===== src/rtl/seg7_pkg.sv =====
// seg7_pkg: shared definitions for the seven-segment debug display.
// Active-low segment patterns (bit0=a .. bit6=g), FSM states, helpers.
package seg7_pkg;

    typedef enum logic [1:0] {
        ST_IDLE  = 2'd0,
        ST_SHIFT = 2'd1,
        ST_LOAD  = 2'd2
    } state_e;

    localparam logic [6:0] SEG_0     = 7'b1000000;
    localparam logic [6:0] SEG_1     = 7'b1111001;
    localparam logic [6:0] SEG_2     = 7'b0100100;
    localparam logic [6:0] SEG_3     = 7'b0110000;
    localparam logic [6:0] SEG_4     = 7'b0011001;
    localparam logic [6:0] SEG_5     = 7'b0010010;
    localparam logic [6:0] SEG_6     = 7'b0000010;
    localparam logic [6:0] SEG_7     = 7'b1111000;
    localparam logic [6:0] SEG_8     = 7'b0000000;
    localparam logic [6:0] SEG_9     = 7'b0010000;
    localparam logic [6:0] SEG_BLANK = 7'b1111111;
    localparam logic [6:0] SEG_DASH  = 7'b0111111;

    // Channel-select width; a single channel still gets a 1-bit port.
    function automatic int sel_width(input int n);
        return (n > 1) ? $clog2(n) : 1;
    endfunction

    // Nibbles 10..15 never leave the converter; show them blank.
    function automatic logic [6:0] seg_decode(input logic [3:0] nib);
        logic [6:0] s;
        case (nib)
            4'd0:    s = SEG_0;
            4'd1:    s = SEG_1;
            4'd2:    s = SEG_2;
            4'd3:    s = SEG_3;
            4'd4:    s = SEG_4;
            4'd5:    s = SEG_5;
            4'd6:    s = SEG_6;
            4'd7:    s = SEG_7;
            4'd8:    s = SEG_8;
            4'd9:    s = SEG_9;
            default: s = SEG_BLANK;
        endcase
        return s;
    endfunction

endpackage


===== src/rtl/bin2bcd_seq.sv =====
// bin2bcd_seq: sequential shift-add-3 binary to BCD, one bit per clock.
// valid is high for the single LOAD cycle; ovf flags a lost top carry.
module bin2bcd_seq
    import seg7_pkg::*;
#(
    parameter int VAL_W  = 16,
    parameter int DIGITS = 6
) (
    input  logic                  clk,
    input  logic                  rst,
    input  logic                  start,
    input  logic [VAL_W-1:0]      value,
    output logic [4*DIGITS-1:0]   bcd,
    output logic                  ovf,
    output logic                  valid,
    output logic                  busy
);

    localparam int BCD_W = 4 * DIGITS;
    localparam int CNT_W = (VAL_W > 1) ? $clog2(VAL_W) : 1;

    state_e             state_q, state_d;
    logic [VAL_W-1:0]   shreg_q, shreg_d;
    logic [BCD_W-1:0]   bcd_q, bcd_d, bcd_adj;
    logic [CNT_W-1:0]   cnt_q, cnt_d;
    logic               ovf_q, ovf_d;

    // Add 3 to every nibble >= 5 ahead of the next shift.
    always_comb begin
        bcd_adj = bcd_q;
        for (int i = 0; i < DIGITS; i++) begin
            if (bcd_q[4*i +: 4] >= 4'd5) begin
                bcd_adj[4*i +: 4] = bcd_q[4*i +: 4] + 4'd3;
            end
        end
    end

    // Converter state registers.
    always_ff @(posedge clk or negedge rst) begin
        if (!rst) begin
            state_q <= ST_IDLE;
            shreg_q <= '0;
            bcd_q   <= '0;
            cnt_q   <= '0;
            ovf_q   <= 1'b0;
        end else begin
            state_q <= state_d;
            shreg_q <= shreg_d;
            bcd_q   <= bcd_d;
            cnt_q   <= cnt_d;
            ovf_q   <= ovf_d;
        end
    end

    // Next-state: snapshot on start, VAL_W shifts, one LOAD cycle.
    always_comb begin
        state_d = state_q;
        shreg_d = shreg_q;
        bcd_d   = bcd_q;
        cnt_d   = cnt_q;
        ovf_d   = ovf_q;
        unique case (state_q)
            ST_IDLE: begin
                if (start) begin
                    shreg_d = value;
                    bcd_d   = '0;
                    cnt_d   = CNT_W'(VAL_W - 1);
                    ovf_d   = 1'b0;
                    state_d = ST_SHIFT;
                end
            end
            ST_SHIFT: begin
                {bcd_d, shreg_d} = {bcd_adj[BCD_W-2:0], shreg_q, 1'b0};
                ovf_d = ovf_q | bcd_adj[BCD_W-1];
                if (cnt_q == '0) begin
                    state_d = ST_LOAD;
                end else begin
                    cnt_d = cnt_q - 1'b1;
                end
            end
            ST_LOAD: begin
                state_d = ST_IDLE;
            end
            default: begin
                state_d = ST_IDLE;
            end
        endcase
    end

    assign bcd   = bcd_q;
    assign ovf   = ovf_q;
    assign valid = (state_q == ST_LOAD);
    assign busy  = (state_q != ST_IDLE);

endmodule


===== src/rtl/seg7_multi_display.sv =====
// seg7_multi_display: time-multiplexed multi-channel 7-segment display.
// Define SEG7_LZ_BLANK_EN to blank leading zero digits.
module seg7_multi_display
    import seg7_pkg::*;
#(
    parameter  int NCH      = 2,
    parameter  int VAL_W    = 16,
    parameter  int DIGITS   = 6,
    parameter  int TICK_DIV = 50_000_000,
    localparam int SEL_W    = sel_width(NCH)
) (
    input  logic                  clk,
    input  logic                  rst,
    input  logic [NCH*VAL_W-1:0]  ch_val,
    input  logic [SEL_W-1:0]      ch_sel,
    input  logic                  upd_req,
    output logic [7*DIGITS-1:0]   seg,
    output logic                  busy,
    output logic                  done,
    output logic                  ovf
);

`ifdef SEG7_LZ_BLANK_EN
    localparam bit LZ_BLANK = 1'b1;
`else
    localparam bit LZ_BLANK = 1'b0;
`endif

    localparam int CNT_W = (TICK_DIV > 1) ? $clog2(TICK_DIV) : 1;

    logic [CNT_W-1:0]      tick_cnt;
    logic                  tick;
    logic [VAL_W-1:0]      sel_val;
    logic [4*DIGITS-1:0]   conv_bcd;
    logic                  conv_ovf;
    logic                  conv_valid;
    logic [7*DIGITS-1:0]   seg_d;
    logic [3:0]            nib;
    logic                  lead;

    assign tick = (tick_cnt == CNT_W'(TICK_DIV - 1));

    // Free-running refresh divider.
    always_ff @(posedge clk or negedge rst) begin
        if (!rst) begin
            tick_cnt <= '0;
        end else begin
            tick_cnt <= tick ? '0 : tick_cnt + 1'b1;
        end
    end

    // Channel mux; out-of-range selects fall back to channel 0.
    always_comb begin
        sel_val = ch_val[0 +: VAL_W];
        for (int i = 1; i < NCH; i++) begin
            if (ch_sel == SEL_W'(i)) begin
                sel_val = ch_val[i*VAL_W +: VAL_W];
            end
        end
    end

    bin2bcd_seq #(
        .VAL_W  (VAL_W),
        .DIGITS (DIGITS)
    ) u_conv (
        .clk   (clk),
        .rst   (rst),
        .start (tick | upd_req),
        .value (sel_val),
        .bcd   (conv_bcd),
        .ovf   (conv_ovf),
        .valid (conv_valid),
        .busy  (busy)
    );

    // Decode nibbles, scanning from the top to find leading zeros.
    always_comb begin
        seg_d = '0;
        nib   = '0;
        lead  = 1'b1;
        for (int d = DIGITS - 1; d >= 0; d--) begin
            nib = conv_bcd[4*d +: 4];
            if (LZ_BLANK && lead && d != 0 && nib == 4'd0) begin
                seg_d[7*d +: 7] = SEG_BLANK;
            end else begin
                seg_d[7*d +: 7] = seg_decode(nib);
                lead = 1'b0;
            end
        end
        if (conv_ovf) begin
            seg_d = {DIGITS{SEG_DASH}};
        end
    end

    // Output registers; seg holds between conversions.
    always_ff @(posedge clk or negedge rst) begin
        if (!rst) begin
            seg  <= {DIGITS{SEG_BLANK}};
            ovf  <= 1'b0;
            done <= 1'b0;
        end else begin
            done <= conv_valid;
            if (conv_valid) begin
                seg <= seg_d;
                ovf <= conv_ovf;
            end
        end
    end

endmodule


===== config.mk =====
export PLATFORM = sky130hd
export DESIGN_NAME = seg7_multi_display
export DESIGN_NICKNAME = d
export VERILOG_FILES = /design/src/rtl/seg7_pkg.sv /design/src/rtl/bin2bcd_seq.sv /design/src/rtl/seg7_multi_display.sv
export SDC_FILE = /design/constraint.sdc
export NUM_CORES = 1
export LEC_CHECK = 0
export CORE_AREA = 2 2 193 119
export DETAILED_ROUTE_END_ITERATION = 8
export DIE_AREA = 0 0 195 121
export PLACE_DENSITY_LB_ADDON = 0.25
export SYNTH_ARGS = -nofsm -noshare
export SYNTH_HDL_FRONTEND = slang
export SYNTH_SLANG_ARGS = --single-unit

===== constraint.sdc =====
create_clock -name clk -period 4.3 [get_ports clk]
set_input_delay 1.29 -clock clk [delete_from_list [all_inputs] [get_ports clk]]
set_output_delay 1.29 -clock clk [all_outputs]
set_load 0.005 [all_outputs]

## Yosys cells after proc, flatten, opt, wreduce, memory -nomap -nowiden

Memory sizes are Yosys's and may differ from the RTL's.
Index checks and enable logic that the tools add are counted.
Widths: inputs -> output; s select.

- Add/subtract/negate cells: 8
- Order comparisons: 6
- Equality and inequality tests: 6
- Bitwise gates (word level): 2
- Mux-type cells: 21
- Reductions and logical operators: 7

Operators with widths:

| cell | count |
|---|---|
| $pmux 24 s2 | 1 |
| $mux 42 | 1 |
| $mux 16 | 2 |
| $mux 4 | 8 |
| $pmux 16 s2 | 1 |
| $add 26x1->26 const B | 1 |
| $eq 26x26->1 const B | 1 |
| $mux 26 | 1 |
| $add 4x2->4 const B | 6 |
| $ge 4x3->1 const B | 6 |
| $mux 24 | 1 |
| $pmux 4 s2 | 1 |
| $logic_not 4->1 | 1 |
| $mux 2 | 2 |
| $ne 2x1->1 const B | 2 |
| $pmux 2 s2 | 1 |
| $reduce_and 2->1 | 2 |
| $reduce_bool 2->1 | 2 |
| $sub 4x1->4 const B | 1 |
| $reduce_and 3->1 | 1 |
| $eq 2x1->1 const B | 1 |
| $eq 2x2->1 const B | 1 |
| $logic_not 2->1 | 1 |
| $ne 2x2->1 const B | 1 |
| other kinds (3) | 4 |

- Memory bits (read-only): 672
- Input bits: 36
- Output and inout port bits: 45
- Register bits after elaboration: 117
- Memories kept: 6
- Word-level logic and storage cells: 65

Memories:

| name | words | bits a word | read ports | clocked after memory_dff | write ports | line | source |
|---|---|---|---|---|---|---|---|
| (no name shown) | 16 | 7 | 1 | 0 | 0 | seg7_pkg.sv:32 | `case (nib)` |
| (no name shown) | 16 | 7 | 1 | 0 | 0 | seg7_pkg.sv:32 |  |
| (no name shown) | 16 | 7 | 1 | 0 | 0 | seg7_pkg.sv:32 |  |
| (no name shown) | 16 | 7 | 1 | 0 | 0 | seg7_pkg.sv:32 |  |
| (no name shown) | 16 | 7 | 1 | 0 | 0 | seg7_pkg.sv:32 |  |
| (no name shown) | 16 | 7 | 1 | 0 | 0 | seg7_pkg.sv:32 |  |

## Longest topological paths before layout

- Word-level depth: 4
- Mapped depth: 8
- Gate-level depth less buffers: 7

## Cells and area by module

A second synthesis with hierarchy kept.

- Cells, all modules: 685
- Area total of the unflattened synthesis: 6662.6 sq um

By module, submodules not included:

| module | cells each | instances | area each (sq um) | sequential area each (sq um) |
|---|---|---|---|---|
| seg7_multi_display | 452 | 1 | 4184.0 | 1804.2 |
| bin2bcd_seq | 233 | 1 | 2478.6 | 1176.1 |

## Worst setup path after synthesis

Ideal clock, no wire load.

- Path type: input-to-reg
- Start: input upd_req
- End: register u_conv.bcd_q[17] (netlist: u_conv.bcd[17])
- Data required time: 4.179 ns
- Setup time: 0.121 ns
- Path buffers: 3
- Stages on the path: 6
- Arrival time: 2.369 ns
- Setup slack: 1.810 ns
- Path through: clkbuf_1 > a211oi_2 > or2_1 > buf_2 > buf_6 > a22o_1

- Cells in the longest elaborated chain, start to end: 3

Ends and longest elaborated chain:

| what | line | source |
|---|---|---|
| start: declaration | seg7_multi_display.sv:16 | `input logic upd_req,` |
| $or 1x1->1 | seg7_multi_display.sv:68 | `.start (tick \| upd_req),` |
| $ne 2x1->1 (no line) | -- |  |
| $reduce_and 2->1 (no line) | -- |  |
| end signal: assignment | bin2bcd_seq.sv:43 | `bcd_q <= '0;` |
| end signal: assignment | bin2bcd_seq.sv:49 | `bcd_q <= bcd_d;` |
| end: declaration | bin2bcd_seq.sv:24 | `logic [BCD_W-1:0] bcd_q, bcd_d, bcd_adj;` |

No other way between the ends.
A chain may end at the register's enable or synchronous reset.

## Final worst setup path

- Start: register u_conv.state_q[1]
- End: output busy

- Cells in the longest elaborated chain, start to end: 1

Ends and longest elaborated chain:

| what | line | source |
|---|---|---|
| start: declaration | bin2bcd_seq.sv:22 | `state_e state_q, state_d;` |
| start signal: assignment | bin2bcd_seq.sv:47 | `state_q <= state_d;` |
| $reduce_bool 2->1 | bin2bcd_seq.sv:93 | `assign busy = (state_q != ST_IDLE);` |
| end: declaration | seg7_multi_display.sv:18 | `output logic busy,` |

No other way between the ends.

==> metrics.txt <==
Slew @ Worst Pin=about 1000 ps; pwr/cell area=approximately 670 nW/um^2; clock latency at the later pin of the worst-skew pair=410 ps; antenna viol nets, final=0; worst rel slew slack=0.300; fill count=2159; sequential fraction of the synthesis area=0.459; Worst EP arrival=2250 ps; CTS Buffer Depth=2; Clock transition at path regs=around 60 ps; Final Max Tran Viols=0; Synth Instances=711; yosys warns=0; DRC viols=0; Sink Count=117; Yosys top cell by area=dfrtp_1; Wirelength per Cell=16.2 um; vias in the first global route=around 5200; Post-synth ARST share=1.00; critical path class=flip-flop to output port; worst r2r src=tick_cnt[10]$_DFF_PN0_; Tot GR Track Use=0.157; Syn Area/Cell=around 9 um^2; post-CTS sizing=0; r2r setup slk=1590 ps; Unique masters post-synth=53; final net count=848; top_reg_cell synth=dfrtp_1; Peak supply drop=311 uV; Pleak=0.00338 uW; Num CTS Buffers=17; reg2reg end=u_conv.shreg_q[9]$_DFFE_PN0P_; fin crit share=0.822; FMAX=283 MHz; Reg2Reg Depth=6; Clock Skew=10.7 ps; Setup Fix Bufs, Post-CTS=0; GRT overflow=0; DR vias/cell=4.93; DR vias=5317; HPWL after DPL=12100 um; # rows=42; initial drt markers=304; Syn Nets=779; Worst Setup SP=u_conv.state_q[1]$_DFFE_PN0P_; Pre-antenna DRT Iters=5; crit start category=flip-flop; crit end category=output port; share of layout cells above drive strength 1=0.117; status=completed; hold_buf cts=0; synthesized cell area=roughly 6500 um^2; #FFs+latches synth=approximately 120; # IOs=81; initial antenna violation count=0; Core ar.=21800 um^2; Die Area=around 24000 um^2; Data required, critical path=3010 ps; Die H=between 100 and 150 um; final core occ=0.378; setup TNS=0 ps; hold depth=2; final hold viol count=0; hold crit path type=flip-flop to flip-flop; Max-cap violations=0; Hold Path End=seg[33]$_DFFE_PN1P_; largest net degree at the start of global routing=48; die width=195 um; # diodes=0; TritonCTS clock tree=done; IO Port Bufs=80; DRT Wirelength=between 15000 and 20000 um; CTS root buf=clkbuf_16; share of the synthesized area in the top cell type=0.289; Max H-tree Level=4; worst-path fanout max=17; first-pass GRT wire length=29100 um; Area contributors post-synth=dfrtp_1 29%, dfstp_2 17%, ha_1 6.2%, nor2_1 5.3%, a21oi_1 4.5%; hold_sp=seg[33]$_DFFE_PN1P_; RSZ-0062 raised after global routing=no; initial core utilization=0.298; Area growth, synth to finish=26.7%; number of synthesized flops with an enable pin=0; GPL Wtd Cong=0.807; Period minus WS final=roughly 3500 ps; final setup fails=0
sequential cells by signal, indices dropped and copies added (netlist names):
name,count
seg,42
tick_cnt,26
u_conv.bcd,24
u_conv.shreg_q,16
u_conv.cnt_q,4
u_conv.state_q,2
done,1
ovf,1
u_conv.ovf,1
synth_stat cells (all sizes together) (3+ instances only):
cell / n
o221ai: 4
buf: 6
o22ai: 16
o21a: 4
clkbuf: 36
dfstp: 42
nor3: 21
o22a: 5
nor4: 20
nand2b: 18
nor2: 91
o21bai: 3
o211ai: 5
xnor2: 17
a22o: 13
dfrtp: 75
a21oi: 58
o21ai: 35
ha: 32
or3: 3
a21o: 4
and3: 4
and2: 3
nand2: 62
a211oi: 6
nand3: 15
mux2i: 10
a2111oi: 15
xor2: 13
nand4: 7
inv: 26
o31ai: 5
o311ai: 3
nor2b: 20
layout make-up:
class	instances	area [um^2]	area share
multi-input cells	526	3250	0.395
clock inverters	12	176	0.0214
well taps	286	358	0.0435
repair buffers	92	901	0.110
inverters	26	97.6	0.0119
clock buffers	20	467	0.0567
flip-flops and latches	117	2980	0.362
cells by family after synthesis:
logic type,share of synthesized area
simple gates,0.203
compound gates,0.179
flops,0.459
mux,0.0154
buf+inv,0.0410
xor+xnor,0.0405
fa+ha+maj,0.0617
cell usage in the layout, fill, tap and decap left out, types with 15 or more instances in the layout:
cell type and instances:
a2111oi_0 15, o21ai_0 34, a21oi_1 58, dfstp_2 42
nand2b_1 18, nor2b_1 20, dfrtp_1 75, o22ai_1 16
nand2_1 62, clkbuf_16 17, xnor2_1 17, ha_1 32
nor3_1 21, nor2_1 91, clkdlybuf4s50_1 79, nor4_1 18
nand3_1 15, inv_1 25
per-stage QoR:
stage	std cells	hold slack (ps)	total power (uW)	area, um^2	worst slack [ps]
after detailed placement	1047	446	4000	7580	1070
after CTS	1079	454	5600	8230	723
after global routing	1079	464	6000	8230	582
after global placement	1047	447	4000	7580	1140
final	1079	451	5550	8230	764
after floorplan	711	441	3270	6490	1810
routing by layer:
layer,global-route usage,routed length [um],vias up
met5,0,0,-
met4,0.0386,95,0
met3,0.0367,673,8
met2,0.207,6710,105
met1,0.251,10000,2539
li1,-,-,2665
worst max-delay path, cell delays in order (launching register included):
cell	delay, ps
dfrtp_1	700
nor2_1	120
inv_1	420
clkdlybuf4s50_1	600
power breakdown:
part | switching [uW] | total [uW] | internal (uW)
Sequential | 479 | 1980 | 1500
Combinational | 1030 | 2020 | 988
Clock | 534 | 1550 | 1010
Total | 2040 | 5550 | 3500
worst max path at each step:
stage	endpoint	slack [ps]	depth (start not counted)
3_3_place_gp	u_conv.bcd[6]$_DFFE_PN0P_	1140	4
3_5_place_dp	u_conv.bcd[9]$_DFFE_PN0P_	1070	4
4_1_cts	busy	720	3
6_report	busy	760	3
5_1_grt	busy	580	3
2_1_floorplan	u_conv.bcd[17]$_DFFE_PN0P_	1810	6
Note: power is estimated with default switching activity, not from simulation.
